$ cat config.mk
export PLATFORM = sky130hd
export DESIGN_NAME = keypad_scanner
export DESIGN_NICKNAME = d
export VERILOG_FILES = /design/src/rtl/keypad_scanner.sv
export SDC_FILE = /design/constraint.sdc
export NUM_CORES = 1
export LEC_CHECK = 0
export CAP_MARGIN = 25
export CORE_ASPECT_RATIO = 1.5
export CORE_MARGIN = 10
export CORE_UTILIZATION = 45
export CTS_BUF_LIST = sky130_fd_sc_hd__clkbuf_4 sky130_fd_sc_hd__clkbuf_8 sky130_fd_sc_hd__clkbuf_16
export CTS_CLUSTER_DIAMETER = 30
export DETAILED_ROUTE_END_ITERATION = 7
export HOLD_SLACK_MARGIN = 0.03
export PLACE_DENSITY = 0.69
export SLEW_MARGIN = 30
export SYNTH_ARGS = -nofsm -noshare
export SYNTH_HDL_FRONTEND = slang
export SYNTH_SLANG_ARGS = --single-unit
$ cat constraint.sdc
create_clock -name clk -period 1.9 [get_ports clk]
set_clock_uncertainty 0.1 [all_clocks]
set_input_delay 0.38 -clock clk [delete_from_list [all_inputs] [get_ports clk]]
set_output_delay 0.38 -clock clk [all_outputs]
set_load 0.01 [all_outputs]
$ cat src/rtl/keypad_scanner.sv
// Matrix keypad scanner: rotates a single low column drive, synchronises and debounces the rows,
// and holds the accepted key as active-low column/row codes until its release is debounced.
module keypad_scanner #(
    parameter int SCAN_DIV = 4,
    parameter int DEBOUNCE = 3
) (
    input  logic       clk,
    input  logic       reset,
    input  logic [3:0] row_in,
    output logic [3:0] col_out,
    output logic [3:0] key_c,
    output logic [3:0] key_r,
    output logic       key_valid,
    output logic       key_held
);
    localparam int DW = (SCAN_DIV > 1) ? $clog2(SCAN_DIV) : 1;
    localparam int CW = $clog2(DEBOUNCE + 1);
    localparam logic [DW-1:0] DIV_LAST = DW'(SCAN_DIV - 1);
    localparam logic [CW-1:0] CNT_LAST = CW'(DEBOUNCE - 1);

    typedef enum logic [1:0] {
        S_SCAN,
        S_DEBOUNCE,
        S_HELD
    } state_t;

    state_t        r_state;
    logic [DW-1:0] r_div;
    logic [CW-1:0] r_cnt;
    logic [3:0]    r_sync;
    logic [3:0]    r_row_s;
    logic [3:0]    r_col_out;
    logic [3:0]    r_cap_c;
    logic [3:0]    r_cap_r;
    logic [3:0]    r_key_c;
    logic [3:0]    r_key_r;
    logic          r_key_valid;
    logic          r_key_held;

    logic          w_sample;
    logic          w_one_low;
    logic          w_idle;
    logic [3:0]    w_col_next;

    // Only a single low row is a usable key; two or more low rows may be ghosting.
    always_comb begin
        w_one_low = 1'b0;
        case (r_row_s)
            4'b1110, 4'b1101, 4'b1011, 4'b0111: w_one_low = 1'b1;
            default:                            w_one_low = 1'b0;
        endcase
    end

    assign w_sample   = (r_div == DIV_LAST);
    assign w_idle     = (r_row_s == 4'b1111);
    assign w_col_next = {r_col_out[2:0], r_col_out[3]};

    always_ff @(posedge clk or posedge reset) begin
        if (reset) begin
            r_state     <= S_SCAN;
            r_div       <= '0;
            r_cnt       <= '0;
            r_sync      <= 4'b1111;
            r_row_s     <= 4'b1111;
            r_col_out   <= 4'b1110;
            r_cap_c     <= 4'b1111;
            r_cap_r     <= 4'b1111;
            r_key_c     <= 4'b1111;
            r_key_r     <= 4'b1111;
            r_key_valid <= 1'b0;
            r_key_held  <= 1'b0;
        end else begin
            r_sync      <= row_in;
            r_row_s     <= r_sync;
            r_div       <= w_sample ? '0 : r_div + 1'b1;
            r_key_valid <= 1'b0;
            if (w_sample) begin
                case (r_state)
                    S_SCAN: begin
                        if (w_one_low) begin
                            r_cap_r <= r_row_s;
                            r_cap_c <= r_col_out;
                            if (DEBOUNCE == 1) begin
                                r_key_c     <= r_col_out;
                                r_key_r     <= r_row_s;
                                r_key_valid <= 1'b1;
                                r_key_held  <= 1'b1;
                                r_cnt       <= '0;
                                r_state     <= S_HELD;
                            end else begin
                                r_cnt   <= CW'(1);
                                r_state <= S_DEBOUNCE;
                            end
                        end else begin
                            r_col_out <= w_col_next;
                        end
                    end
                    S_DEBOUNCE: begin
                        if (r_row_s == r_cap_r) begin
                            if (r_cnt == CNT_LAST) begin
                                r_key_c     <= r_cap_c;
                                r_key_r     <= r_cap_r;
                                r_key_valid <= 1'b1;
                                r_key_held  <= 1'b1;
                                r_cnt       <= '0;
                                r_state     <= S_HELD;
                            end else begin
                                r_cnt <= r_cnt + 1'b1;
                            end
                        end else begin
                            r_cnt     <= '0;
                            r_col_out <= w_col_next;
                            r_state   <= S_SCAN;
                        end
                    end
                    S_HELD: begin
                        // Any non-idle sample, including a second row in this column, restarts release.
                        if (w_idle) begin
                            if (r_cnt == CNT_LAST) begin
                                r_key_c    <= 4'b1111;
                                r_key_r    <= 4'b1111;
                                r_key_held <= 1'b0;
                                r_cnt      <= '0;
                                r_col_out  <= w_col_next;
                                r_state    <= S_SCAN;
                            end else begin
                                r_cnt <= r_cnt + 1'b1;
                            end
                        end else begin
                            r_cnt <= '0;
                        end
                    end
                    default: begin
                        r_cnt   <= '0;
                        r_state <= S_SCAN;
                    end
                endcase
            end
        end
    end

    assign col_out   = r_col_out;
    assign key_c     = r_key_c;
    assign key_r     = r_key_r;
    assign key_valid = r_key_valid;
    assign key_held  = r_key_held;

endmodule

==> impl_metrics.toml <==
[final_layout]
stdcell_count = 213
antenna_cells = 0
fin_util_pct = 58.2
layout.nets = 176
syn2layout_area_growth_pct = 24.2
fin_area_mm2 = 0.00214
nFillCells = 311
multi_input_area_um2 = 729
seq_area_um2 = 935
layout-drive-gt1-share_pct = 33.5

[place]
place_congestion = 0.771
dpl-instance-area_mm2 = 0.00201
dp_hpwl_um = 2560
dpl.cell_count = 204
dp_slack_ns = 0.0582
port_buffers = 19

[logic_synthesis]
syn_nets = 146
syn_area_mm2 = 0.00173
synth_area_per_cell_um2 = 12.4
yosysTopAreaCell = "dfstp_2"
synth-seq-area-share_pct = 54.1
yosys.cell_types.count = 42
yosys-top-cells-area = "dfstp_2 (41%), dfrtp_1 (13%), mux2_4 (7.0%), mux2i_1 (4.6%), nor2b_1 (2.5%)"
ys_ff_latch = 36
yosys_warnings = 0
async_reset_ff_share_pct = 100
synth_flop_cell = "dfstp_2"
syn_inst = 139
synth-edff-count = 0
yosys.area.top_type_share_pct = 41.1

[clocking]
hold_buffers = 0
cts_buffers = 5
clock-sinks = 36
h-tree-depth = 2
cts_root_buffer = "clkbuf_8"
cts_tree = "done"
clk_path_buf_depth = 2
clkTransAtPathRegs_ns = 0.07
clock_latency_ns = 0.29

[floorplanning]
rows = 27
die_height_um = 95.9
start_util_pct = 46.9
io_pins = 20
die_area_mm2 = 0.00677
core_mm2 = 0.00368
die_w_um = 70.6

[power_and_ir_drop]
power-per-cell-area_mw_per_mm2 = 893
ir_drop_mv = 0.620
leakage_nw = 0.870
p_total_mw = 1.91

[sta]
period_share_pct = 96.5
worst_slew_pin_slew_ns = 0.427
timing.fmax_mhz = 546
layout_setup_ws_ns = 0.0674
drv_slew = 0
slew_headroom_pct = 71.6
rsz0062_at_grt = "no"
setup-violations-final = 0
hold_violations = 0
holdWs_ns = 0.256
min_period_ns = 1.83
tns_ns = 0

[worst_setup_path]
worst-r2r-cell-count = 5
cp.required_ns = 1.42
slowest_stage = "clkdlybuf4s50_1"
worstSetupEndpointType = "primary output"
path_class = "flip-flop to primary output"
crit_buf_inv = 1
critical_path.top_delay_family = "buffers and inverters"
r2r-start = "r_row_s[3]"
critPathMaxFanout = 2
cp-start-kind = "flip-flop"
r2r_setup_slack_ns = 0.08
cp_cell_sequence = "clkdlybuf4s50_1"
cp.arrival_ns = 1.35
timing.rr.end = "col_out[0]"
critPathMaxStageDelay_ns = 0.54

[detailed_routing]
drcViolationCount = 0
vias = 1173
viasPerCell = 5.51
postRouteAntennaNets = 0
totalWireLength_um = 3370
drt_iter0_drc = 46
routed_wire_length_per_instance_um = 15.8
firstDrtPassIters = 4

[worst_hold_path]
worstHoldPathType = "flip-flop to flip-flop"
holdPathEnd = "r_row_s[0]"
hold_depth = 0
hp-start = "r_sync[0]"

[grt]
antenna_found_initial = 0
grt_pass1_vias = 1263
grt_remaining_overflow = 0
grt_usage_pct = 10.8
grt_pass1_wl_um = 6040
grt_max_degree = 37

[flow_run]
cap_violations = 0

[status]
outcome = "finished clean"
## area by class of cell
type                    count  share of cell area [%]
inverters                  11                    1.93
clock inverters             1                    1.40
multi-input cells          88                    34.0
flip-flops and latches     36                    43.6
well taps                  43                    2.51
clock buffers               7                    4.49
repair buffers             27                    12.1
## cells in the mapped netlist (all sizes together), types with 2 or more instances
library cell,instances
mux2,8
o221ai,2
a21oi,2
a32oi,4
nor3,3
dfrtp,9
nor2,10
buf,3
nand3,5
inv,11
dfstp,27
xor2,4
nand2,8
nand2b,2
mux2i,8
a211oi,2
nor2b,7
nand3b,2
o21a,2
o211ai,4
## logic make-up after synthesis
kind of cell / synth area share [%]
AOI/OAI and AO/OA: 11.6
xor gates and xnor gates: 2.54
adders and majority gates: 0.725
buffers and inverters: 3.62
DFF: 54.1
muxes: 11.6
and+or+nand+nor: 15.8
## metal layers
| metal | part of all wire [%] | global-route usage (%) |
|---|---|---|
| met1 | 39 | 11.5 |
| met2 | 54 | 19.2 |
| met3 | 5.0 | 4.22 |
| met4 | 1.3 | 3.40 |
| met5 | 0 | 0 |
## power by group
group | leakage [nW] | switching [mW] | total [mW] | internal [mW]
sequential | 0.399 | 0.0687 | 0.926 | 0.857
combinational | 0.406 | 0.133 | 0.266 | 0.132
clock | 0.0645 | 0.260 | 0.723 | 0.463
## placed cells by master (no fill, tap or decap), types with 2 or more instances in the layout
master           synthesis  layout
dfrtp_1                  9       9
a211oi_1                 2       2
dfstp_2                 27      27
buf_4                    1       7
inv_1                   11      11
o21a_1                   2       2
nand2b_1                 2       2
xor2_1                   4       4
clkdlybuf4s50_1          0      16
a32oi_1                  4       4
nor2b_1                  7       7
mux2i_1                  8       8
clkbuf_8                 0       7
dlygate4sd2_1            0       3
nor2_1                  10      10
a21oi_1                  2       2
nand2_1                  7       7
nand3b_1                 2       2
mux2_4                   8       8
o211ai_1                 4       4
nand3_1                  4       4
## registers in the layout, indices dropped and copies added, names as in the netlist
signal     flops
col_out        4
key_c          4
key_held       1
key_r          4
key_valid      1
r_cap_c        4
r_cap_r        4
r_cnt          2
r_div          2
r_row_s        4
r_state        2
r_sync         4
## worst max-delay path by stage
| stage | from | to | slack [ns] | cells after the start |
|---|---|---|---|---|
| global route | r_div[0] | col_out[3] | 0.01 | 6 |
| CTS | key_c[1] | key_c[1] | 0.05 | 1 |
| detailed placement | r_row_s[0] | key_r[0] | 0.06 | 4 |
| finish | key_c[1] | key_c[1] | 0.07 | 1 |
| floorplan | r_row_s[2] | key_c[0] | 0.1 | 6 |
| global placement | r_row_s[0] | r_state[1] | 0.11 | 4 |
## timing repair
action | in CTS | in global routing
gates cloned | 0 | 0
setup buffers | 0 | 1
pin swaps | 0 | 1
gates resized for setup | 3 | 1
endpoints found under the setup margin | 3 | 4
(Power assumes the default switching activity.)
